[src/rtl/mem_port_arbiter_pkg.sv]
// mem_port_arbiter_pkg: shared widths, arbiter state encoding and grant-owner identifiers.
package mem_port_arbiter_pkg;
  localparam int ADDR_W = 32;
  localparam int DATA_W = 64;
  localparam int MASK_W = 8;
  typedef enum logic [1:0] {
    ARB_IDLE  = 2'd0,
    ARB_GNT_I = 2'd1,
    ARB_GNT_D = 2'd2
  } arb_state_e;
  localparam logic GNT_ICACHE = 1'b0;
  localparam logic GNT_DCACHE = 1'b1;
endpackage

[src/rtl/mem_port_arbiter_if.sv]
// mem_port_arbiter_if: icache, dcache and memory-side signals of the shared NPC memory port.
interface mem_port_arbiter_if import mem_port_arbiter_pkg::*; #(
  parameter int AW = ADDR_W,
  parameter int DW = DATA_W
) ();
  logic [AW-1:0]     icache_raddr_i;
  logic              icache_valid_i;
  logic [MASK_W-1:0] icache_rmask_i;
  logic              icache_ready_o;
  logic [DW-1:0]     icache_rdata_o;
  logic [AW-1:0]     dcache_addr_i;
  logic              dcache_valid_i;
  logic              dcache_wen_i;
  logic [DW-1:0]     dcache_wdata_i;
  logic [MASK_W-1:0] dcache_wmask_i;
  logic [MASK_W-1:0] dcache_rmask_i;
  logic              dcache_ready_o;
  logic [DW-1:0]     dcache_rdata_o;
  logic [AW-1:0]     mem_addr_o;
  logic              mem_valid_o;
  logic              mem_wen_o;
  logic [DW-1:0]     mem_wdata_o;
  logic [MASK_W-1:0] mem_wmask_o;
  logic [MASK_W-1:0] mem_rmask_o;
  logic              mem_ready_i;
  logic [DW-1:0]     mem_rdata_i;
  modport slave (
    input  icache_raddr_i, icache_valid_i, icache_rmask_i,
    input  dcache_addr_i, dcache_valid_i, dcache_wen_i, dcache_wdata_i, dcache_wmask_i, dcache_rmask_i,
    input  mem_ready_i, mem_rdata_i,
    output icache_ready_o, icache_rdata_o, dcache_ready_o, dcache_rdata_o,
    output mem_addr_o, mem_valid_o, mem_wen_o, mem_wdata_o, mem_wmask_o, mem_rmask_o
  );
  modport master (
    output icache_raddr_i, icache_valid_i, icache_rmask_i,
    output dcache_addr_i, dcache_valid_i, dcache_wen_i, dcache_wdata_i, dcache_wmask_i, dcache_rmask_i,
    output mem_ready_i, mem_rdata_i,
    input  icache_ready_o, icache_rdata_o, dcache_ready_o, dcache_rdata_o,
    input  mem_addr_o, mem_valid_o, mem_wen_o, mem_wdata_o, mem_wmask_o, mem_rmask_o
  );
endinterface

[src/rtl/mem_port_arbiter_pick.sv]
// mem_arb_pick: next-grant picker; holds the current owner while it requests, else breaks ties on last_gnt.
module mem_arb_pick import mem_port_arbiter_pkg::*; (
  input  logic       req_i,
  input  logic       req_d,
  input  logic       last_gnt,
  input  arb_state_e cur_gnt,
  output arb_state_e nxt_gnt
);
  logic hold;
  always_comb begin
    hold = (cur_gnt == ARB_GNT_I && req_i) || (cur_gnt == ARB_GNT_D && req_d);
    nxt_gnt = hold           ? cur_gnt :
              (req_i && req_d) ? ((last_gnt == GNT_ICACHE) ? ARB_GNT_D : ARB_GNT_I) :
              req_d          ? ARB_GNT_D :
              req_i          ? ARB_GNT_I : ARB_IDLE;
  end
endmodule

[src/rtl/mem_port_arbiter.sv]
// mem_port_arbiter: locks the shared memory port to icache or dcache for a whole transaction.
// MEM_ARB_RR_EN selects round-robin tie breaking; otherwise dcache always wins ties.
module mem_port_arbiter import mem_port_arbiter_pkg::*; (
  input logic               clk,
  input logic               rst,
  mem_port_arbiter_if.slave bus
);
  arb_state_e state_q, state_d;
  logic last_gnt;
  logic gnt_i, gnt_d;
  mem_arb_pick u_pick (
    .req_i    (bus.icache_valid_i),
    .req_d    (bus.dcache_valid_i),
    .last_gnt (last_gnt),
    .cur_gnt  (state_q),
    .nxt_gnt  (state_d)
  );
  always_ff @(posedge clk) state_q <= rst ? ARB_IDLE : state_d;
`ifdef MEM_ARB_RR_EN
  logic last_gnt_q, last_gnt_d;
  always_comb last_gnt_d = (state_d == ARB_IDLE) ? last_gnt_q :
                           (state_d == ARB_GNT_D) ? GNT_DCACHE : GNT_ICACHE;
  always_ff @(posedge clk) last_gnt_q <= rst ? GNT_ICACHE : last_gnt_d;
  assign last_gnt = last_gnt_q;
`else
  // Pretending icache was always granted last makes every tie go to dcache.
  assign last_gnt = GNT_ICACHE;
`endif
  always_comb begin
    gnt_i = state_q == ARB_GNT_I;
    gnt_d = state_q == ARB_GNT_D;
    bus.mem_valid_o    = gnt_i ? bus.icache_valid_i : gnt_d ? bus.dcache_valid_i : 1'b0;
    bus.mem_addr_o     = gnt_i ? bus.icache_raddr_i : gnt_d ? bus.dcache_addr_i : '0;
    bus.mem_wen_o      = gnt_d & bus.dcache_wen_i;
    bus.mem_wdata_o    = gnt_d ? bus.dcache_wdata_i : '0;
    bus.mem_wmask_o    = gnt_d ? bus.dcache_wmask_i : '0;
    bus.mem_rmask_o    = gnt_i ? bus.icache_rmask_i : gnt_d ? bus.dcache_rmask_i : '0;
    bus.icache_ready_o = gnt_i & bus.mem_ready_i;
    bus.dcache_ready_o = gnt_d & bus.mem_ready_i;
    bus.icache_rdata_o = (gnt_i & bus.mem_ready_i) ? bus.mem_rdata_i : '0;
    bus.dcache_rdata_o = (gnt_d & bus.mem_ready_i) ? bus.mem_rdata_i : '0;
  end
endmodule

[src/flat_wrapper.sv]
// flat-port wrapper written by rule: the top's interface ports become plain ports
module mem_port_arbiter_flat import mem_port_arbiter_pkg::*;
  (clk, rst, bus_icache_raddr_i, bus_icache_valid_i, bus_icache_rmask_i, bus_dcache_addr_i, bus_dcache_valid_i, bus_dcache_wen_i, bus_dcache_wdata_i, bus_dcache_wmask_i, bus_dcache_rmask_i, bus_mem_ready_i, bus_mem_rdata_i, bus_icache_ready_o, bus_icache_rdata_o, bus_dcache_ready_o, bus_dcache_rdata_o, bus_mem_addr_o, bus_mem_valid_o, bus_mem_wen_o, bus_mem_wdata_o, bus_mem_wmask_o, bus_mem_rmask_o);
  mem_port_arbiter_if bus_i ();
  input logic clk;
  input logic rst;
  input wire logic [$bits(bus_i.icache_raddr_i)-1:0] bus_icache_raddr_i;
  input wire logic [$bits(bus_i.icache_valid_i)-1:0] bus_icache_valid_i;
  input wire logic [$bits(bus_i.icache_rmask_i)-1:0] bus_icache_rmask_i;
  input wire logic [$bits(bus_i.dcache_addr_i)-1:0] bus_dcache_addr_i;
  input wire logic [$bits(bus_i.dcache_valid_i)-1:0] bus_dcache_valid_i;
  input wire logic [$bits(bus_i.dcache_wen_i)-1:0] bus_dcache_wen_i;
  input wire logic [$bits(bus_i.dcache_wdata_i)-1:0] bus_dcache_wdata_i;
  input wire logic [$bits(bus_i.dcache_wmask_i)-1:0] bus_dcache_wmask_i;
  input wire logic [$bits(bus_i.dcache_rmask_i)-1:0] bus_dcache_rmask_i;
  input wire logic [$bits(bus_i.mem_ready_i)-1:0] bus_mem_ready_i;
  input wire logic [$bits(bus_i.mem_rdata_i)-1:0] bus_mem_rdata_i;
  output wire logic [$bits(bus_i.icache_ready_o)-1:0] bus_icache_ready_o;
  output wire logic [$bits(bus_i.icache_rdata_o)-1:0] bus_icache_rdata_o;
  output wire logic [$bits(bus_i.dcache_ready_o)-1:0] bus_dcache_ready_o;
  output wire logic [$bits(bus_i.dcache_rdata_o)-1:0] bus_dcache_rdata_o;
  output wire logic [$bits(bus_i.mem_addr_o)-1:0] bus_mem_addr_o;
  output wire logic [$bits(bus_i.mem_valid_o)-1:0] bus_mem_valid_o;
  output wire logic [$bits(bus_i.mem_wen_o)-1:0] bus_mem_wen_o;
  output wire logic [$bits(bus_i.mem_wdata_o)-1:0] bus_mem_wdata_o;
  output wire logic [$bits(bus_i.mem_wmask_o)-1:0] bus_mem_wmask_o;
  output wire logic [$bits(bus_i.mem_rmask_o)-1:0] bus_mem_rmask_o;
  assign bus_i.icache_raddr_i = bus_icache_raddr_i;
  assign bus_i.icache_valid_i = bus_icache_valid_i;
  assign bus_i.icache_rmask_i = bus_icache_rmask_i;
  assign bus_i.dcache_addr_i = bus_dcache_addr_i;
  assign bus_i.dcache_valid_i = bus_dcache_valid_i;
  assign bus_i.dcache_wen_i = bus_dcache_wen_i;
  assign bus_i.dcache_wdata_i = bus_dcache_wdata_i;
  assign bus_i.dcache_wmask_i = bus_dcache_wmask_i;
  assign bus_i.dcache_rmask_i = bus_dcache_rmask_i;
  assign bus_i.mem_ready_i = bus_mem_ready_i;
  assign bus_i.mem_rdata_i = bus_mem_rdata_i;
  assign bus_icache_ready_o = bus_i.icache_ready_o;
  assign bus_icache_rdata_o = bus_i.icache_rdata_o;
  assign bus_dcache_ready_o = bus_i.dcache_ready_o;
  assign bus_dcache_rdata_o = bus_i.dcache_rdata_o;
  assign bus_mem_addr_o = bus_i.mem_addr_o;
  assign bus_mem_valid_o = bus_i.mem_valid_o;
  assign bus_mem_wen_o = bus_i.mem_wen_o;
  assign bus_mem_wdata_o = bus_i.mem_wdata_o;
  assign bus_mem_wmask_o = bus_i.mem_wmask_o;
  assign bus_mem_rmask_o = bus_i.mem_rmask_o;
  mem_port_arbiter u_core (.clk(clk), .rst(rst), .bus(bus_i));
endmodule
[config.mk]
export PLATFORM = sky130hd
export DESIGN_NAME = mem_port_arbiter_flat
export DESIGN_NICKNAME = d
export VERILOG_FILES = /design/src/rtl/mem_port_arbiter_pkg.sv /design/src/rtl/mem_port_arbiter_if.sv /design/src/rtl/mem_port_arbiter_pick.sv /design/src/rtl/mem_port_arbiter.sv /design/src/flat_wrapper.sv
export SDC_FILE = /design/constraint.sdc
export NUM_CORES = 1
export LEC_CHECK = 0
export CAP_MARGIN = 20
export CORE_AREA = 2 2 182 184
export DETAILED_ROUTE_END_ITERATION = 6
export DIE_AREA = 0 0 184 186
export PLACE_DENSITY = 0.37
export SLEW_MARGIN = 15
export SYNTH_ARGS = -nofsm -noshare
export SYNTH_HDL_FRONTEND = slang
export SYNTH_SLANG_ARGS = --single-unit
[constraint.sdc]
create_clock -name clk -period 1.28 [get_ports clk]
set_input_delay 0.256 -clock clk [delete_from_list [all_inputs] [get_ports clk]]
set_output_delay 0.256 -clock clk [all_outputs]
set_load 0.005 [all_outputs]
After elaboration in Yosys (flattened, before gate mapping)
Cells that the tools add are included.
- equality and inequality tests: 2
- muxes and demuxes: 13
- bitwise logic cells: 3
- reduce and logical (&&, ||, !) cells: 4
- operators with widths (cell ; number):
    $mux 64 ; 3
    $mux 32 ; 2
    $mux 8 ; 3
    $mux 2 ; 2
    $and 1x1->1 ; 3
    $logic_and 1x1->1 ; 3
    $mux 1 ; 3
    $eq 2x1->1 const B ; 1
    $eq 2x2->1 const B ; 1
    $logic_or 1x1->1 ; 1
- flip-flop bits (word level): 2
- output and inout bits: 244

Depth between registers and ports, before layout
Gate-level depths: netlist of the first run.
- depth after elaboration: 3
- gate-level depth with buffers: 5
- depth with buffers taken out: 2

Cells and area by module
Synthesis of the first run repeated with hierarchy kept, for this count alone.
- cell total of the unflattened synthesis: 362
- area total of the unflattened synthesis: 1905.6 um^2
- by module, submodules not included (module ; instances ; cells each ; area an instance (um^2) ; sequential area each (um^2)):
    mem_port_arbiter ; 1 ; 356 ; 1869.3 ; 40.0
    mem_arb_pick ; 1 ; 6 ; 36.3 ; 0.0

Worst setup path before layout of the first run
OpenSTA, ideal clock, no wires.
- path type: reg-to-output
- start: register u_core.state_q[1]
- end: output port bus_mem_addr_o[0]
- arrival time: 1.001 ns
- setup slack: 0.023 ns
- stages on the path, launching flop included: 6
- cell sequence: dfxtp_1 nor2b_2 buf_6 buf_6 buf_6 a22o_1
- longest elaborated chain between the ends: 3
- elaborated cells on any way between the ends: 4
- classes of those cells: 2 x eq/ne; 2 x mux
- ends and longest elaborated chain (what ; RTL line ; RTL):
    from (decl) ; mem_port_arbiter.sv:8 ; arb_state_e state_q, state_d;
    from (signal assigned) ; mem_port_arbiter.sv:18 ; always_ff @(posedge clk) state_q <= rst ? ARB_IDLE : state_d;
    $eq 2x2->1 ; mem_port_arbiter.sv:31 ; gnt_d = state_q == ARB_GNT_D;
    $mux 32 ; mem_port_arbiter.sv:33 ; bus.mem_addr_o = gnt_i ? bus.icache_raddr_i : gnt_d ? bus.dcache_addr_i : '0;
    $mux 32 * ; mem_port_arbiter.sv:33 ;
    to (decl) ; flat_wrapper.sv:22 ; output wire logic [$bits(bus_i.mem_addr_o)-1:0] bus_mem_addr_o;
Mark *: on every way between the ends. The rest lies on a longest branch, timed or not.

Worst setup path after layout of the first run
- start: register u_core.state_q[1]
- end: output port bus_mem_wdata_o[17]
- longest elaborated chain between the ends: 2
- ends and longest elaborated chain (what ; RTL line ; RTL):
    $eq 2x2->1 ; mem_port_arbiter.sv:31 ;
    $mux 64 ; mem_port_arbiter.sv:35 ; bus.mem_wdata_o = gnt_d ? bus.dcache_wdata_i : '0;
    to (decl) ; flat_wrapper.sv:25 ; output wire logic [$bits(bus_i.mem_wdata_o)-1:0] bus_mem_wdata_o;
Every way passes these cells.

==> impl_summary.txt, run 1 <==
----------------------------------------------------
[Status]
  Outcome ... finished with violations
  Violated checks ... negative setup slack

[GRT]
  Vias in the first global route ... 4280
  Wire length of the first global-routing pass ... 25200 µm
  Total Routing Usage GR ... 0.0953
  Pin count of the biggest net entering global routing ... 65
  Most Used Layer, Global Route ... met2
  Global-route track usage on met1 ... 0.0966
  Overflow left after global routing ... 0
  Global routing met3 resource utilization ... 0.0293
  Met2 capacity usage during global routing ... 0.194
  Initial antenna violation count ... 1

[Clock network]
  Clock tree from TritonCTS ... yes
  Clock insertion delay at the later pin of the skew report ... 0.22 ns
  CTS root buffer ... clkbuf_16
  Clock transition at the registers of the reported paths ... 0.03 ns
  Clk sink count ... 2
  # H-tree levels ... 1
  Number of buffers created by CTS ... 3
  Max clock buf depth ... 2

[Cells and area]
  Top reg by flops ... u_core.state_q
  Total inserted antenna cells ... 0
  Storage cell area ... 47.5 µm²
  Area added between synthesis and finish ... 329%
  Final design instance area without fill ... 7990 µm²
  Number of flip-flops in the largest register ... 2
  Fraction of final layout cells with drive strength greater than 1 ... 0.403
  Multi-input logic area ... 1830 µm²
  Registers with the most flip-flops ... u_core.state_q x2
  Final core area utilization ... 0.248
  # fillers ... 3641
  Number of nets in the final layout ... 1130

[Placed design]
  # port buffers ... 465
  Final weighted congestion in routability-driven placement ... 0.735
  Minimum setup slack after placement ... -0.594 ns
  Placed cell area ... 7240 µm²
  Hpwl dp ... 15000 µm

[Min path]
  Hold Path Class ... input pin to register
  Worst min-delay path startpoint ... rst

[Routing]
  DRC marker count from the first detailed-route iteration ... 99
  First drt pass iteration count ... 4
  Routed WL ... 21300 µm
  Final ANT Viol Nets ... 0
  Average vias per placed instance ... 3.45
  Total via count after detailed routing ... 4536
  Average wire per cell in the routed design ... 16.2 µm
  Count of unresolved DRC violations after routing ... 0

[Synth]
  Flops & latches, synth ... 2
  Net Count, Synth ... 579
  Average cell area after synthesis ... 5.22 µm²
  Instance count of the mapped netlist ... 357
  Synthesis Warnings ... 0
  Part of the Yosys area used for sequential elements ... 0.0215
  Area of the mapped netlist ... 1860 µm²
  Count of different cell masters after synthesis ... 13

[STA]
  Final worst-path cycle share ... 1.45
  Slew margin rel. ... 0.849
  Crit path setup slack, layout ... -0.579 ns
  Setup violations, final ... 244
  Final hold violation count ... 0
  Pins over their slew limit ... 0
  Final Critical Period ... 1.86 ns
  Transition time of the tightest slew-check pin ... 0.226 ns
  FMAX ... 538 MHz
  Accumulated negative setup slack ... -100.42 ns
  Setup repair after global routing missed its margin ... yes
  Final Skew ... 0.000995 ns

[Critical path]
  Critical path required time ... 1.02 ns
  Crit Path Category ... register to primary output
  Cell with the largest stage delay on the worst path ... dfxtp_4
  Launching point of the worst reg2reg path ... u_core.state_q[0]
  Worst path max stage delay ... 0.38 ns
  Ordered list of cells on the worst path ... nor2b_4 > clkbuf_16 > buf_12 > buf_6 > buf_6 > and2_1 > buf_2
  Most prevalent standard cell on the critical path ... buf_6
  Count of buffer and inverter cells on the critical path ... 5
  Highest net fanout along the worst path ... 5
  Critical path arrival ... 1.60 ns
  Startpoint types ... register
  Cell family with most CP delay ... buffers and inverters
  CP endpoint kind ... primary output
  Critical path launch point ... u_core.state_q[1]

[Die]
  Full die area ... 34200 µm²
  Core outline area ... 32200 µm²
  Number of placed I/O pins ... 466
  Horizontal die dimension ... 184 µm
  Initial Utilization ... 0.0578
  Cell Rows ... 66
  Height of the chip ... 186 µm

[Power and ir drop]
  Worst voltage drop across the vdd grid ... 0.271 mV
  Power per cell area ... 337 nW/µm²
  Post-route total power ... 2690 µW
  Pleak ... 0.00475 µW

[Flow run]
  Max capacitance violation total ... 0

----------------------------------------------------
-- tightest hold or removal path: cells and delay by family --
kind,cells,cell delay (ns)
simple gates,1,0.10
buf+inv,1,0.48
compound gates,1,0.04
-- worst paths after layout --
path / endpoint / slack (ns) / cells after the start
setup / recovery: bus_mem_wdata_o[17] / -0.58 / 7
hold / removal: u_core.state_q[0] / 0.69 / 3
setup reg to reg: u_core.state_q[1] / 0.14 / 5
hold reg to reg: u_core.state_q[0] / 0.94 / 4
-- per-layer routing --
metal,vias to the layer above,share of wire
met5,-,0
met4,0,0.0086
met3,16,0.084
met2,282,0.54
met1,2009,0.36
li1,2229,-
-- cells in the mapped netlist --
library cell,n,area share
nand2_1,64,0.13
a22o_1,41,0.19
a21oi_1,2,0.0054
buf_2,23,0.062
buf_4,1,0.0040
buf_6,6,0.036
nor2b_1,1,0.0034
and2_1,75,0.25
dfxtp_1,2,0.021
clkbuf_1,9,0.018
nand2b_1,4,0.013
nor2_1,128,0.26
nor2b_2,1,0.0047
-- power breakdown --
group,internal [µW],switching (µW),total [µW]
Combinational,1410,740,2150
Clock,397,69.7,467
Sequential,64.6,6.96,71.6
-- cell families (layout without fill, tap and decap cells) --
| logic type | count (synthesis) | in the layout | synth area share |
|---|---|---|---|
| and+or+nand+nor | 273 | 274 | 0.660 |
| AOI/OAI and AO/OA | 43 | 43 | 0.198 |
| buffers and inverters | 39 | 587 | 0.120 |
| DFF | 2 | 2 | 0.0215 |
-- layout make-up --
type / instances / area share
repair buffers: 584 / 0.692
multi-input cells: 317 / 0.229
well taps: 408 / 0.0639
clock buffers: 3 / 0.00940
flip-flops and latches: 2 / 0.00595
-- cell usage in the layout, fill, tap and decap left out --
cell	Yosys	routed
and2_4	0	27
nor2_2	0	20
buf_6	6	59
buf_12	0	13
buf_4	1	49
dfxtp_4	0	2
nand2_1	64	64
clkdlybuf4s50_1	0	220
nor2b_4	0	2
clkbuf_2	0	54
nand2b_2	0	1
clkbuf_16	0	12
nand2b_4	0	2
nand2b_1	4	2
nor2_1	128	98
a22o_1	41	41
and2_1	75	48
clkdlybuf4s15_2	0	1
nor2_4	0	10
buf_16	0	1
buf_2	23	101
dlymetal6s2s_1	0	66
buf_8	0	11
a21oi_1	2	2
-- through the flow --
step	std cells	hold slack, ns
finish	1314	0.694
global route	1314	0.709
CTS	1248	0.691
detailed placement	1231	0.795
global placement	1231	0.789
floorplan	357	0.344
-- timing repair --
item	4_1_cts	5_1_grt
setup buffers	11	55
setup endpoints to repair	244	244
resized for setup	215	558
pin swaps	0	56
cloned	3	14
hold buffers	0	0
No activity file was read; power rests on OpenSTA's default activity.
==> run 2, diff against run 1 <==
--- a/config.mk
+++ b/config.mk
@@ -6,10 +6,10 @@
 export NUM_CORES = 1
 export LEC_CHECK = 0
 export CAP_MARGIN = 20
-export CORE_AREA = 2 2 182 184
+export CORE_AREA = 4 4 179 181
 export DETAILED_ROUTE_END_ITERATION = 6
-export DIE_AREA = 0 0 184 186
-export PLACE_DENSITY = 0.37
+export DIE_AREA = 0 0 183 185
+export PLACE_DENSITY = 0.39
 export SLEW_MARGIN = 15
 export SYNTH_ARGS = -nofsm -noshare
 export SYNTH_HDL_FRONTEND = slang
==> run 2 against run 1 <==
  * The flow still finishes with violations (negative setup slack)
  * Maximum frequency up 5.7%
  * Worst setup slack better by 0.099 ns
  * Sequential cell count unchanged
  * Final cell count down 1.1%
  * Design area up 17%
  * Via count up 1.5%
  * Total power up 21%
  * Sequential share of layout area down 0.11 points
  * Core utilization up 5.8 points
  * First-iteration DRC count down 11%
  * Critical path type unchanged
  * Largest cell class unchanged
  * Largest power group unchanged
==> impl_summary.txt, run 2 (synthesis results as in run 1) <==
----------------------------------------------------
[Routing]
  Topmost layer with routed signal wires ... met4 (unchanged)
  Met3 routed wirelength ... 1800 µm (was 1790 µm)
  Average vias per placed instance ... 3.54 (was 3.45)
  Final ANT Viol Nets ... 0 (unchanged)
  Total via count after detailed routing ... 4603 (was 4536)
  Routed length on met2 ... 13300 µm (was 11600 µm)
  Routed WL ... 24600 µm (was 21300 µm)
  Total routed wire length on the met1 layer ... 9450 µm (was 7700 µm)
  Count of unresolved DRC violations after routing ... 0 (unchanged)
  DRC marker count from the first detailed-route iteration ... 88 (was 99)
  Average wire per cell in the routed design ... 18.9 µm (was 16.2 µm)
  First drt pass iteration count ... 4 (unchanged)

[Clock network]
  Clock tree from TritonCTS ... yes (unchanged)
  Clock insertion delay at the later pin of the skew report ... 0.22 ns (about the same)
  CTS root buffer ... clkbuf_16 (unchanged)
  # H-tree levels ... 1 (unchanged)
  Number of buffers created by CTS ... 3 (unchanged)
  Max clock buf depth ... 2 (unchanged)
  Clk sink count ... 2 (unchanged)
  Clock transition at the registers of the reported paths ... 0.03 ns (about the same)
  Hold Buf Count CTS ... 0 (unchanged)

[Power and ir drop]
  Post-route total power ... 3260 µW (was 2690 µW)
  Pleak ... 0.00413 µW (was 0.00475 µW)
  Worst voltage drop across the vdd grid ... 0.316 mV (was 0.271 mV)
  Power per cell area ... 350 nW/µm² (was 337 nW/µm²)

[STA]
  Final worst-path cycle share ... 1.37 (was 1.45)
  Pins over their slew limit ... 0 (unchanged)
  Final Skew ... 0.000349 ns (was 0.000995 ns)
  Final Critical Period ... 1.76 ns (was 1.86 ns)
  Transition time of the tightest slew-check pin ... 0.244 ns (was 0.226 ns)
  Setup repair after global routing missed its margin ... yes (unchanged)
  FMAX ... 568 MHz (was 538 MHz)
  Final hold violation count ... 0 (unchanged)
  Crit path setup slack, layout ... -0.480 ns (was -0.579 ns)
  Slew margin rel. ... 0.837 (was 0.849)
  Setup violations, final ... 244 (unchanged)

[Cells and area]
  Post-Layout Cell Count ... 1300 (was 1314)
  Fraction of final layout cells with drive strength greater than 1 ... 0.604 (was 0.403)
  Top reg by flops ... u_core.state_q (unchanged)
  Commonest cells after routing, fill and taps aside ... clkdlybuf4s50_1, buf_6, buf_2 (was clkdlybuf4s50_1, buf_2, nor2_1)
  Number of flip-flops in the largest register ... 2 (unchanged)
  Number of nets in the final layout ... 1127 (was 1130)
  Area added between synthesis and finish ... 400% (was 329%)
  # fillers ... 3212 (was 3641)
  Multi-input logic area ... 2640 µm² (was 1830 µm²)
  Most common cell after layout, fill and taps aside ... clkdlybuf4s50_1 (unchanged)
  Registers with the most flip-flops ... u_core.state_q x2 (unchanged)
  Storage cell area ... 45.0 µm² (was 47.5 µm²)

[Placed design]
  Hpwl dp ... 16800 µm (was 15000 µm)
  Final weighted congestion in routability-driven placement ... 0.796 (was 0.735)
  # port buffers ... 465 (unchanged)
  Cell total after placement ... 1203 (was 1231)

[Status]
  Outcome ... finished with violations (unchanged)
  Violated checks ... negative setup slack (unchanged)

[Critical path]
  Cell depth of the worst flop-to-flop path ... 7 (was 5)
  Critical path arrival ... 1.50 ns (was 1.60 ns)
  Endpoint of the worst setup timing path ... bus_mem_addr_o[8] (was bus_mem_wdata_o[17])
  CP endpoint kind ... primary output (unchanged)
  Cell with the largest stage delay on the worst path ... dfxtp_2 (was dfxtp_4)
  Highest net fanout along the worst path ... 7 (was 5)
  Most prevalent standard cell on the critical path ... buf_12 (was buf_6)
  Ordered list of cells on the worst path ... nor2b_4 > buf_12 > buf_12 > clkbuf_16 > buf_6 > a22o_1 > buf_2 (was nor2b_4 > clkbuf_16 > buf_12 > buf_6 > buf_6 > and2_1 > buf_2)
  Worst setup slack for register-to-register paths ... 0.03 ns (was 0.14 ns)
  Startpoint types ... register (unchanged)
  Launching point of the worst reg2reg path ... u_core.state_q[1] (was u_core.state_q[0])
  Cell family with most CP delay ... buffers and inverters (unchanged)
  Critical path required time ... 1.02 ns (about the same)
  Levels on crit path ... 7 (unchanged)
  Crit Path Category ... register to primary output (unchanged)
  Count of buffer and inverter cells on the critical path ... 5 (unchanged)
  Worst path max stage delay ... 0.31 ns (was 0.38 ns)
  Endpoint of the worst-slack reg-to-reg timing path ... u_core.state_q[1] (unchanged)
  Critical path launch point ... u_core.state_q[1] (unchanged)

[Die]
  Height of the chip ... 185 µm (was 186 µm)
  Number of placed I/O pins ... 466 (unchanged)
  Core outline area ... 30400 µm² (was 32200 µm²)
  Cell Rows ... 64 (was 66)
  Horizontal die dimension ... 183 µm (was 184 µm)
  Initial Utilization ... 0.0612 (was 0.0578)
  Full die area ... 33900 µm² (was 34200 µm²)

[GRT]
  Vias in the first global route ... 4578 (was 4280)
  Overflow left after global routing ... 0 (unchanged)
  Pin count of the biggest net entering global routing ... 37 (was 65)
  Initial antenna violation count ... 1 (unchanged)
  Total Routing Usage GR ... 0.120 (was 0.0953)
  Wire length of the first global-routing pass ... 30600 µm (was 25200 µm)

[Min path]
  Hold Path Class ... input pin to register (unchanged)

[Flow run]
  Max capacitance violation total ... 0 (unchanged)

----------------------------------------------------
[run 2: what timing repair did]
| item | CTS | global route |
|---|---|---|
| endpoints found under the setup margin | 244 | 244 |
| gates cloned | 16 | 13 |
| buffers inserted | 42 | 35 |
| pin swaps | 49 | 149 |
| hold endpoints to repair | 0 | 0 |
| gates resized for setup | 843 | 606 |
[run 2: stage by stage]
stage	setup WS [ns]	TNS, ns	utilization	cell area, µm²	hold slack [ns]
floorplan	0.0231	0	-	1860	0.344
global placement	-0.613	-109.81	0.232	7070	0.721
detailed placement	-0.621	-111.08	0.232	7070	0.735
CTS	-0.630	-101.65	0.256	7780	0.689
global route	-0.527	-93.25	0.306	9320	0.734
finish	-0.480	-80.99	0.306	9320	0.685
[run 2: cell type report]
class,instances,share of cell area
antenna,1,0.000268
timing repair buffer,582,0.651
sequential,2,0.00483
tap,396,0.0532
clock buffer,3,0.00805
multi-input combinational,316,0.283
[run 2: worst register-to-register path, stage by stage (launching register included)]
cell     delay, ns
dfxtp_2       0.31
buf_6         0.12
nor2b_4       0.14
buf_12        0.14
buf_16        0.13
buf_8         0.10
buf_4         0.12
a21oi_1       0.07
[run 2: worst min path at each step]
| stage | from | end | slack [ns] | depth (start not counted) |
|---|---|---|---|---|
| 4_1_cts | rst | u_core.state_q[1] | 0.69 | 3 |
| 3_5_place_dp | u_core.state_q[0] | u_core.state_q[0] | 0.73 | 3 |
| 6_report | rst | u_core.state_q[1] | 0.69 | 3 |
| 2_1_floorplan | bus_dcache_valid_i | u_core.state_q[0] | 0.34 | 1 |
| 3_3_place_gp | u_core.state_q[0] | u_core.state_q[0] | 0.72 | 3 |
| 5_1_grt | rst | u_core.state_q[0] | 0.73 | 3 |
[run 2: metal layers]
metal,track usage,up-vias
met5,0,-
met4,0.00954,0
met3,0.0285,4
met2,0.232,228
met1,0.138,2136
li1,-,2235
[run 2: power by group]
part	internal (µW)	total, µW	switching, µW
logic	1710	2730	1020
registers	65.7	69.0	3.34
clock network	397	465	67.8
total	2170	3260	1090
